==> src/rtl/multicycle_control_unit_pkg.sv <==
// Shared definitions for the multicycle MIPS control unit.
//   - opcode constants for the supported instruction subset
//   - alu_op, alu_src_b and pc_source encodings
//   - FSM state encoding (4-bit binary)
//   - ctrl_t: packed bundle of every per-cycle datapath control
//   - is_mem_state(): states that drive a memory request and wait on rdy
package mips_ctrl_pkg;

    // Opcode field values (IR[31:26])
    localparam logic [5:0] ALU_R      = 6'h00;
    localparam logic [5:0] JUMP       = 6'h02;
    localparam logic [5:0] BRANCH_EQ  = 6'h04;
    localparam logic [5:0] ADDI       = 6'h08;
    localparam logic [5:0] LOAD_WORD  = 6'h23;
    localparam logic [5:0] STORE_WORD = 6'h2B;

    // alu_op classes handed to the ALU control unit
    localparam logic [1:0] ALU_OP_ADD    = 2'd0;
    localparam logic [1:0] ALU_OP_SUB    = 2'd1;
    localparam logic [1:0] ALU_OP_R_TYPE = 2'd2;

    // ALU B operand select
    localparam logic [1:0] ALU_B_REG    = 2'd0;
    localparam logic [1:0] ALU_B_FOUR   = 2'd1;
    localparam logic [1:0] ALU_B_IMM    = 2'd2;
    localparam logic [1:0] ALU_B_IMM_SH = 2'd3;

    // PC source select
    localparam logic [1:0] PC_SRC_ALU    = 2'd0;
    localparam logic [1:0] PC_SRC_ALUOUT = 2'd1;
    localparam logic [1:0] PC_SRC_JUMP   = 2'd2;

    typedef enum logic [3:0] {
        S_FETCH     = 4'd0,
        S_DECODE    = 4'd1,
        S_R_EXEC    = 4'd2,
        S_R_WB      = 4'd3,
        S_ADDI_EXEC = 4'd4,
        S_ADDI_WB   = 4'd5,
        S_MEM_ADDR  = 4'd6,
        S_MEM_RD    = 4'd7,
        S_MEM_WB    = 4'd8,
        S_MEM_WR    = 4'd9,
        S_BRANCH    = 4'd10,
        S_JUMP      = 4'd11
    } state_t;

    typedef struct packed {
        logic       pc_write;
        logic       pc_write_cond;
        logic       i_or_d;
        logic       mem_read;
        logic       mem_write;
        logic       ir_write;
        logic       mem_2_reg;
        logic       reg_dst;
        logic       reg_write;
        logic       alu_src_a;
        logic [1:0] alu_src_b;
        logic [1:0] alu_op;
        logic [1:0] pc_source;
        logic       illegal_op;
        logic       instr_done;
    } ctrl_t;

    function automatic logic is_mem_state(input state_t s);
        return (s == S_FETCH) || (s == S_MEM_RD) || (s == S_MEM_WR);
    endfunction

endpackage

==> src/rtl/multicycle_control_unit_if.sv <==
// Control bus between the multicycle control unit and its datapath.
//   master : the control unit  (drives enables/selects, reads opcode + mem_ready)
//   slave  : the datapath side (drives opcode + mem_ready, reads enables/selects)
interface multicycle_control_unit_if #(
    parameter int OPCODE_W = 6,
    parameter int ALUOP_W  = 2
);
    logic [OPCODE_W-1:0] opcode;
    logic                mem_ready;
    logic                pc_write;
    logic                pc_write_cond;
    logic                i_or_d;
    logic                mem_read;
    logic                mem_write;
    logic                ir_write;
    logic                mem_2_reg;
    logic                reg_dst;
    logic                reg_write;
    logic                alu_src_a;
    logic [1:0]          alu_src_b;
    logic [ALUOP_W-1:0]  alu_op;
    logic [1:0]          pc_source;
    logic                illegal_op;
    logic                instr_done;

    modport master (
        input  opcode, mem_ready,
        output pc_write, pc_write_cond, i_or_d, mem_read, mem_write, ir_write,
               mem_2_reg, reg_dst, reg_write, alu_src_a, alu_src_b, alu_op,
               pc_source, illegal_op, instr_done
    );

    modport slave (
        output opcode, mem_ready,
        input  pc_write, pc_write_cond, i_or_d, mem_read, mem_write, ir_write,
               mem_2_reg, reg_dst, reg_write, alu_src_a, alu_src_b, alu_op,
               pc_source, illegal_op, instr_done
    );
endinterface

==> src/rtl/multicycle_control_unit_mem_wait_counter.sv <==
// Fixed-latency memory wait counter used when no ready handshake exists.
//   clk, rst : clock, synchronous active-high reset
//   clr      : restart counting (asserted on entry to a memory state)
//   en       : count while sitting in a memory state
//   done     : access complete this cycle (count == MEM_LAT-1)
module mem_wait_counter #(
    parameter int MEM_LAT = 1
) (
    input  logic clk,
    input  logic rst,
    input  logic clr,
    input  logic en,
    output logic done
);
    localparam logic [3:0] TARGET = 4'(MEM_LAT - 1);

    logic [3:0] count_q;

    // Stops at the target (and can never pass 4'hF), so a long stay in a
    // state cannot wrap the count back through the target.
    always_ff @(posedge clk) begin
        if (rst || clr) begin
            count_q <= 4'd0;
        end else if (en && !done && (count_q != 4'hF)) begin
            count_q <= count_q + 4'd1;
        end
    end

    assign done = (count_q == TARGET);

endmodule

==> src/rtl/multicycle_control_unit.sv <==
// Multicycle MIPS control FSM. Steps each instruction through
// FETCH/DECODE/EXEC/MEM/WB and drives the datapath enables each cycle.
//   clk, rst : clock, synchronous active-high reset (outputs forced low while high)
//   bus      : master side of multicycle_control_unit_if
//              in : opcode (sampled in DECODE), mem_ready
//              out: pc_write, pc_write_cond, i_or_d, mem_read, mem_write,
//                   ir_write, mem_2_reg, reg_dst, reg_write, alu_src_a,
//                   alu_src_b, alu_op, pc_source, illegal_op, instr_done
// USE_READY=1 waits on mem_ready; USE_READY=0 uses a MEM_LAT-cycle counter.
module multicycle_control_unit
    import mips_ctrl_pkg::*;
#(
    parameter int OPCODE_W  = 6,
    parameter int ALUOP_W   = 2,
    parameter int USE_READY = 1,
    parameter int MEM_LAT   = 1
) (
    input  logic                         clk,
    input  logic                         rst,
    multicycle_control_unit_if.master    bus
);
    localparam logic [OPCODE_W-1:0] OPC_R  = OPCODE_W'(ALU_R);
    localparam logic [OPCODE_W-1:0] OPC_J  = OPCODE_W'(JUMP);
    localparam logic [OPCODE_W-1:0] OPC_BEQ = OPCODE_W'(BRANCH_EQ);
    localparam logic [OPCODE_W-1:0] OPC_ADDI = OPCODE_W'(ADDI);
    localparam logic [OPCODE_W-1:0] OPC_LW = OPCODE_W'(LOAD_WORD);
    localparam logic [OPCODE_W-1:0] OPC_SW = OPCODE_W'(STORE_WORD);

    state_t              state_q;
    state_t              state_d;
    logic [OPCODE_W-1:0] op_q;
    logic                rdy;
    ctrl_t               ctrl;

    generate
        if (USE_READY != 0) begin : g_ready
            assign rdy = bus.mem_ready;
        end else begin : g_counter
            logic cnt_clr;
            logic cnt_en;
            // Restart on every entry into a memory state, including
            // FETCH -> FETCH never (that is a stay, not an entry).
            assign cnt_clr = (state_d != state_q) && is_mem_state(state_d);
            assign cnt_en  = is_mem_state(state_q);
            mem_wait_counter #(.MEM_LAT(MEM_LAT)) u_wait (
                .clk  (clk),
                .rst  (rst),
                .clr  (cnt_clr),
                .en   (cnt_en),
                .done (rdy)
            );
        end
    endgenerate

    // Next-state logic
    always_comb begin
        state_d = state_q;
        case (state_q)
            S_FETCH:     if (rdy) state_d = S_DECODE;
            S_DECODE: begin
                if      (bus.opcode == OPC_R)    state_d = S_R_EXEC;
                else if (bus.opcode == OPC_ADDI) state_d = S_ADDI_EXEC;
                else if (bus.opcode == OPC_LW)   state_d = S_MEM_ADDR;
                else if (bus.opcode == OPC_SW)   state_d = S_MEM_ADDR;
                else if (bus.opcode == OPC_BEQ)  state_d = S_BRANCH;
                else if (bus.opcode == OPC_J)    state_d = S_JUMP;
                else                             state_d = S_FETCH;
            end
            S_R_EXEC:    state_d = S_R_WB;
            S_R_WB:      state_d = S_FETCH;
            S_ADDI_EXEC: state_d = S_ADDI_WB;
            S_ADDI_WB:   state_d = S_FETCH;
            // lw/sw split uses the opcode captured in DECODE, not the live input
            S_MEM_ADDR:  state_d = (op_q == OPC_SW) ? S_MEM_WR : S_MEM_RD;
            S_MEM_RD:    if (rdy) state_d = S_MEM_WB;
            S_MEM_WB:    state_d = S_FETCH;
            S_MEM_WR:    if (rdy) state_d = S_FETCH;
            S_BRANCH:    state_d = S_FETCH;
            S_JUMP:      state_d = S_FETCH;
            default:     state_d = S_FETCH;
        endcase
    end

    always_ff @(posedge clk) begin
        if (rst) begin
            state_q <= S_FETCH;
        end else begin
            state_q <= state_d;
        end
    end

    // Opcode capture; data-only register, no reset needed
    always_ff @(posedge clk) begin
        if (state_q == S_DECODE) begin
            op_q <= bus.opcode;
        end
    end

    // Moore decode of the state register; only ir_write/pc_write in FETCH
    // and instr_done in MEM_WR look at rdy. Reset forces everything low in
    // the same cycle so a pending write or retire is dropped immediately.
    always_comb begin
        ctrl = '0;
        case (state_q)
            S_FETCH: begin
                ctrl.mem_read  = 1'b1;
                ctrl.alu_src_b = ALU_B_FOUR;
                ctrl.alu_op    = ALU_OP_ADD;
                ctrl.pc_source = PC_SRC_ALU;
                ctrl.ir_write  = rdy;
                ctrl.pc_write  = rdy;
            end
            S_DECODE: begin
                ctrl.alu_src_b  = ALU_B_IMM_SH;
                ctrl.alu_op     = ALU_OP_ADD;
                ctrl.illegal_op = (state_d == S_FETCH);
            end
            S_R_EXEC: begin
                ctrl.alu_src_a = 1'b1;
                ctrl.alu_src_b = ALU_B_REG;
                ctrl.alu_op    = ALU_OP_R_TYPE;
            end
            S_R_WB: begin
                ctrl.reg_dst    = 1'b1;
                ctrl.reg_write  = 1'b1;
                ctrl.instr_done = 1'b1;
            end
            S_ADDI_EXEC, S_MEM_ADDR: begin
                ctrl.alu_src_a = 1'b1;
                ctrl.alu_src_b = ALU_B_IMM;
                ctrl.alu_op    = ALU_OP_ADD;
            end
            S_ADDI_WB: begin
                ctrl.reg_write  = 1'b1;
                ctrl.instr_done = 1'b1;
            end
            S_MEM_RD: begin
                ctrl.mem_read = 1'b1;
                ctrl.i_or_d   = 1'b1;
            end
            S_MEM_WB: begin
                ctrl.reg_write  = 1'b1;
                ctrl.mem_2_reg  = 1'b1;
                ctrl.instr_done = 1'b1;
            end
            S_MEM_WR: begin
                ctrl.mem_write  = 1'b1;
                ctrl.i_or_d     = 1'b1;
                ctrl.instr_done = rdy;
            end
            S_BRANCH: begin
                ctrl.alu_src_a     = 1'b1;
                ctrl.alu_src_b     = ALU_B_REG;
                ctrl.alu_op        = ALU_OP_SUB;
                ctrl.pc_write_cond = 1'b1;
                ctrl.pc_source     = PC_SRC_ALUOUT;
                ctrl.instr_done    = 1'b1;
            end
            S_JUMP: begin
                ctrl.pc_write   = 1'b1;
                ctrl.pc_source  = PC_SRC_JUMP;
                ctrl.instr_done = 1'b1;
            end
            default: ctrl = '0;
        endcase
        if (rst) begin
            ctrl = '0;
        end
    end

    assign bus.pc_write      = ctrl.pc_write;
    assign bus.pc_write_cond = ctrl.pc_write_cond;
    assign bus.i_or_d        = ctrl.i_or_d;
    assign bus.mem_read      = ctrl.mem_read;
    assign bus.mem_write     = ctrl.mem_write;
    assign bus.ir_write      = ctrl.ir_write;
    assign bus.mem_2_reg     = ctrl.mem_2_reg;
    assign bus.reg_dst       = ctrl.reg_dst;
    assign bus.reg_write     = ctrl.reg_write;
    assign bus.alu_src_a     = ctrl.alu_src_a;
    assign bus.alu_src_b     = ctrl.alu_src_b;
    assign bus.alu_op        = ALUOP_W'(ctrl.alu_op);
    assign bus.pc_source     = ctrl.pc_source;
    assign bus.illegal_op    = ctrl.illegal_op;
    assign bus.instr_done    = ctrl.instr_done;

endmodule
==> src/flat_wrapper.sv <==
// flat-port wrapper written by rule: the top's interface ports become plain ports
module multicycle_control_unit_flat import mips_ctrl_pkg::*;
#(
    parameter int OPCODE_W  = 6,
    parameter int ALUOP_W   = 2,
    parameter int USE_READY = 1,
    parameter int MEM_LAT   = 1
)
  (clk, rst, bus_opcode, bus_mem_ready, bus_pc_write, bus_pc_write_cond, bus_i_or_d, bus_mem_read, bus_mem_write, bus_ir_write, bus_mem_2_reg, bus_reg_dst, bus_reg_write, bus_alu_src_a, bus_alu_src_b, bus_alu_op, bus_pc_source, bus_illegal_op, bus_instr_done);
  multicycle_control_unit_if #(.OPCODE_W(OPCODE_W), .ALUOP_W(ALUOP_W)) bus_i ();
  input  logic clk;
  input  logic rst;
  input wire logic [$bits(bus_i.opcode)-1:0] bus_opcode;
  input wire logic [$bits(bus_i.mem_ready)-1:0] bus_mem_ready;
  output wire logic [$bits(bus_i.pc_write)-1:0] bus_pc_write;
  output wire logic [$bits(bus_i.pc_write_cond)-1:0] bus_pc_write_cond;
  output wire logic [$bits(bus_i.i_or_d)-1:0] bus_i_or_d;
  output wire logic [$bits(bus_i.mem_read)-1:0] bus_mem_read;
  output wire logic [$bits(bus_i.mem_write)-1:0] bus_mem_write;
  output wire logic [$bits(bus_i.ir_write)-1:0] bus_ir_write;
  output wire logic [$bits(bus_i.mem_2_reg)-1:0] bus_mem_2_reg;
  output wire logic [$bits(bus_i.reg_dst)-1:0] bus_reg_dst;
  output wire logic [$bits(bus_i.reg_write)-1:0] bus_reg_write;
  output wire logic [$bits(bus_i.alu_src_a)-1:0] bus_alu_src_a;
  output wire logic [$bits(bus_i.alu_src_b)-1:0] bus_alu_src_b;
  output wire logic [$bits(bus_i.alu_op)-1:0] bus_alu_op;
  output wire logic [$bits(bus_i.pc_source)-1:0] bus_pc_source;
  output wire logic [$bits(bus_i.illegal_op)-1:0] bus_illegal_op;
  output wire logic [$bits(bus_i.instr_done)-1:0] bus_instr_done;
  assign bus_i.opcode = bus_opcode;
  assign bus_i.mem_ready = bus_mem_ready;
  assign bus_pc_write = bus_i.pc_write;
  assign bus_pc_write_cond = bus_i.pc_write_cond;
  assign bus_i_or_d = bus_i.i_or_d;
  assign bus_mem_read = bus_i.mem_read;
  assign bus_mem_write = bus_i.mem_write;
  assign bus_ir_write = bus_i.ir_write;
  assign bus_mem_2_reg = bus_i.mem_2_reg;
  assign bus_reg_dst = bus_i.reg_dst;
  assign bus_reg_write = bus_i.reg_write;
  assign bus_alu_src_a = bus_i.alu_src_a;
  assign bus_alu_src_b = bus_i.alu_src_b;
  assign bus_alu_op = bus_i.alu_op;
  assign bus_pc_source = bus_i.pc_source;
  assign bus_illegal_op = bus_i.illegal_op;
  assign bus_instr_done = bus_i.instr_done;
  multicycle_control_unit #(.OPCODE_W(OPCODE_W), .ALUOP_W(ALUOP_W), .USE_READY(USE_READY), .MEM_LAT(MEM_LAT)) u_core (.clk(clk), .rst(rst), .bus(bus_i));
endmodule
==> config.mk <==
export PLATFORM = sky130hd
export DESIGN_NAME = multicycle_control_unit_flat
export DESIGN_NICKNAME = d
export VERILOG_FILES = /design/src/rtl/multicycle_control_unit_pkg.sv /design/src/rtl/multicycle_control_unit_if.sv /design/src/rtl/multicycle_control_unit_mem_wait_counter.sv /design/src/rtl/multicycle_control_unit.sv /design/src/flat_wrapper.sv
export SDC_FILE = /design/constraint.sdc
export NUM_CORES = 1
export LEC_CHECK = 0
export ABC_AREA = 1
export CORE_AREA = 10 10 47 49
export CTS_CLUSTER_DIAMETER = 50
export CTS_CLUSTER_SIZE = 10
export DETAILED_ROUTE_END_ITERATION = 6
export DIE_AREA = 0 0 57 59
export DONT_BUFFER_PORTS = 1
export PLACE_DENSITY_LB_ADDON = 0.1
export SLEW_MARGIN = 20
export SYNTH_ARGS = -nofsm -noshare
export SYNTH_HDL_FRONTEND = slang
export SYNTH_SLANG_ARGS = --single-unit
==> constraint.sdc <==
create_clock -name clk -period 3.42 [get_ports clk]
set_input_delay 0 -clock clk [delete_from_list [all_inputs] [get_ports clk]]
set_output_delay 0 -clock clk [all_outputs]
set_load 0.05 [all_outputs]
# Yosys cells after proc, flatten, opt, wreduce, memory -nomap -nowiden
# Cells that the tools add are included.
# classes
n_reduce_logical,9
mux,26
n_eq_ne,17
# ops
op,n
2-to-1 mux 4 bit,10
case mux 4 bit (7 select lines),1
case mux 4 bit (5 select lines),1
== test 6 bit (second input constant),3
2-to-1 mux 18 bit,1
== test 4 x 3 -> 1 bit (second input constant),4
== test 4 bit (second input constant),4
2-to-1 mux 1 bit,10
== test 4 x 2 -> 1 bit (second input constant),2
logical NOT 4 bit,2
== test 6 x 2 -> 1 bit (second input constant),1
== test 6 x 3 -> 1 bit (second input constant),1
== test 6 x 4 -> 1 bit (second input constant),1
logical NOT 6 bit,1
OR reduction 2 bit,3
OR reduction 5 bit,1
== test 4 x 1 -> 1 bit (second input constant),1
case mux 1 bit (2 select lines),2
case mux 2 bit (2 select lines),1
OR reduction 4 bit,1
OR reduction 3 bit,1
# totals
input_bits,9
reg_bits,10

# Longest topological paths before layout
# logic_depth
ltp_word,11
ltp_mapped,8
depth_no_buf,8

# Least setup slack after synthesis
# No wires, ideal clock.
# synth_timing
path_kind,reg2out
start,register u_core.state_q[3]
end,output bus_instr_done
n_path_buf,0
path_stages_with_launch,6
t_arrival_ps,2080
slack_ps,1340
cell_sequence,dfxtp_1 -> nand2_1 -> inv_1 -> nand2_1 -> a31oi_1 -> o21bai_1
# synth_via
elab_chain_len,4
word_cells_on_any_way,9
classes_between,eq/ne (6); mux (2); reduce/logical (1)
# synth_rtl
element,line,rtl
start: declaration,multicycle_control_unit.sv:29,state_t state_q;
start signal: assignment,multicycle_control_unit.sv:88,state_q <= state_d;
== test 4 x 2 -> 1 bit (tied with other cells),multicycle_control_unit.sv:104,case (state_q)
OR reduction 5 bit (no line),n/a,
case mux 1 bit (2 select lines) *,multicycle_control_unit.sv:104,
2-to-1 mux 18 bit *,multicycle_control_unit.sv:166,if (rst) begin
end: declaration,flat_wrapper.sv:29,output wire logic [$bits(bus_i.instr_done)-1:0] bus_instr_done;
# Every way passes the cells marked *; elsewhere a longest branch is shown, timed or not.

# Worst setup path after layout
# layout_timing
start,register u_core.state_q[3]
end,output bus_pc_write
# layout_via
elab_chain_len,3
word_cells_on_any_way,4
classes_between,eq/ne (1); mux (2); reduce/logical (1)
# layout_rtl
element,line,rtl
== test 4 bit / logical NOT 4 bit (equally long branches),multicycle_control_unit.sv:104,
case mux 1 bit (2 select lines) *,multicycle_control_unit.sv:104,
2-to-1 mux 18 bit *,multicycle_control_unit.sv:166,
end: declaration,flat_wrapper.sv:15,output wire logic [$bits(bus_i.pc_write)-1:0] bus_pc_write;
# Marks and branches as above.

==> results.txt <==
GP Congestion - 0.8462
Worst-Skew Late Latency - 270 ps
Post-route ant nets - 0
Drt first pass iters - 4
Core Area - 1401 sq um
Vias in the first global route - 706
EDFF count, synth - 6
Achievable Freq - 522.4 MHz
Worst-path maximum fanout - 5
CTS root buffer - clkbuf_4
Via count - 741
Grt ovf - 0
Initial antenna violation count - 0
Main synth FF type - edfxtp_1
Num Clock Sinks - 10
Yosys reg bits - 10
I/O Pins - 27
Synth Area in Adders - 0%
Largest cells by area after synthesis - edfxtp_1 24%, nor2_1 14%, dfxtp_1 10%, nand2_1 7.9%, nand2_2 6.6%
HP Class - input port to register
TNS Setup - 0 ps
Ant. Diodes - 0
Pin count of the biggest net entering global routing - 13
Final std cell area, no fill - 885.9 sq um
Worst path required time - 3420 ps
PwrDens - 308.8 nW/um^2
Mapped Avg Cell Area - 6.815 sq um
Buffers and inverters on the worst path - 0
Mapped cell area - 763.2 sq um
First DRT Iteration DRCs - 21
Wire per inst - 14.12 um
Sequential area share after synthesis - 34.10%
Post-synth top cells - 28 x nor2_1, 16 x nand2_1, 9 x inv_1
Global-route wire length before repair - 3236 um
Most common cell in the synthesized netlist - nor2_1
Slew @ Worst Pin - 1060 ps
Port Buffers - 0
DRC errors left - 0
Synth top area share - 23.61%
CTS Buffer Depth - 2
Final setup fails - 0
Final #Nets - 133
Compound-Gate Fraction of Synth Area - 8.689%
Vias per cell - 5.331
Final HPWL DP - 1512 um
Final setup margin - 1506 ps
Cts bufs inserted - 3
Hold Vio Cnt, Final - 0
Clk slew on worst S/H paths - 60 ps
Mux cell area share after synthesis - 0%
Layout cell share with drive strength beyond 1 - 26.02%
Routed WL - 1962 um
Crit path DAT - 1910 ps
Synth area leader - edfxtp_1
Max Slew Vio Count - 0
Status - finished clean
GRT Total Usage - 11.86%
Critical-path cell list - nor2_4 -> and3_1 -> nand2_1 -> o22ai_1
Syn Inst Count - 112
Post-synthesis simple-gate area fraction - 48.36%
Mapped Nets - 121
Die ar. - 3363 sq um
Die height - 59 um
Die X - 57 um
Setup Fix Bufs, Post-CTS - 0
Yosys warns - 0
Dpl cell area - 789.5 sq um
Syn-to-layout area delta - 16.07%
CP Capture Type - output pin
Post-layout min period - 1914 ps
Max_cap viols - 0
Relative slew margins - 29.25%
Dpl ws - 1795 ps
Clock skew - 13.25 ps
Async set-reset flop share out of synthesis - 0%
Peak supply drop - 167.0 uV
Largest family of logic cells by synthesized area - simple AND/OR/NAND/NOR gates
Initial Utilization - 54.46%
Final period util - 55.98%
Worst path slowest cell - o22ai_1
Critical path launch point type - register
Unrepaired setup endpoints after global routing - false
Synth unique cells - 25
CP peak stage delay - 820 ps
Leakage - 0.3829 nW
Site Rows - 14
H-tree levels - 1
Critical path class - register to output pin
CP top delay family - compound AO/OA/AOI/OAI gates
Xor/xnor share of the synthesized area - 0%
CTS tree - done
==> placed cells by master, fill, tap and decap left out, types with 5 or more instances in the layout <==
| cell type | instances |
|---|---|
| nor2_1 | 27 |
| nand2_1 | 16 |
| inv_1 | 9 |
| nand2_2 | 8 |
| nand3_1 | 8 |
| dlygate4sd3_1 | 7 |
| inv_2 | 6 |
| nor2_2 | 6 |
| edfxtp_1 | 6 |
| a21oi_1 | 5 |
==> what timing repair did <==
item / in CTS / in global routing
hold buffers: 7 / 0
hold endpoints to repair: 10 / 0
resized for setup: 0 / 0
==> worst min-delay path, delay by kind of cell <==
family,cells,cell delay (ps)
and+or+nand+nor,4,240
==> per-layer routing <==
metal	global-route usage, %	wire length [um]	vias to the layer above
met5	0	0	-
met3	6.438	215	2
met1	12.53	798	334
li1	-	-	383
met4	4.027	14	0
met2	19.69	934	22
==> final timing paths <==
kind / startpoint / endpoint / slack, ps / depth (start not counted)
min reg2reg: u_core.op_q[4] / u_core.state_q[3] / 780 / 5
max: u_core.state_q[3] / bus_pc_write / 1510 / 4
max reg2reg: u_core.state_q[1] / u_core.state_q[0] / 2160 / 6
min: bus_mem_ready / u_core.state_q[3] / 10 / 4
==> flip-flops by register name, summed over array words and instances (netlist names) <==
signal / flops
u_core.op_q: 6
u_core.state_q: 4
==> report_power, final <==
group          internal, mW  total [mW]  switching, mW  leakage, nW
sequential            0.133       0.137        0.00329       0.0883
clock                0.0421      0.0834         0.0414       0.0154
combinational        0.0150      0.0536         0.0386        0.279
total                 0.190       0.274         0.0832        0.383
==> logic make-up (layout without fill, tap and decap cells) <==
logic type,after synthesis,in the layout
compound gates,11,11
buf+inv,17,28
flops,10,10
simple gates,74,74
==> through the flow <==
step | hold WS (ps) | instances | power, mW | util [%]
after floorplan | 98.87 | 112 | 0.1813 | -
after global placement | 65.92 | 128 | 0.1850 | 56.34
after detailed placement | 66.08 | 128 | 0.1856 | 56.34
after CTS | 22.33 | 139 | 0.2710 | 63.21
after global routing | 30.00 | 139 | 0.2908 | 63.21
final | 14.65 | 139 | 0.2735 | 63.21
==> final cells by class <==
class,instances,area [sq um]
clock buffers,3,22.52
clock inverters,1,3.754
fillers,140,515.5
inverters,15,56.30
multi-input cells,85,437.9
flip-flops and latches,10,260.3
well taps,16,20.02
repair buffers,9,85.08
No activity file was read; power rests on OpenSTA's default activity.
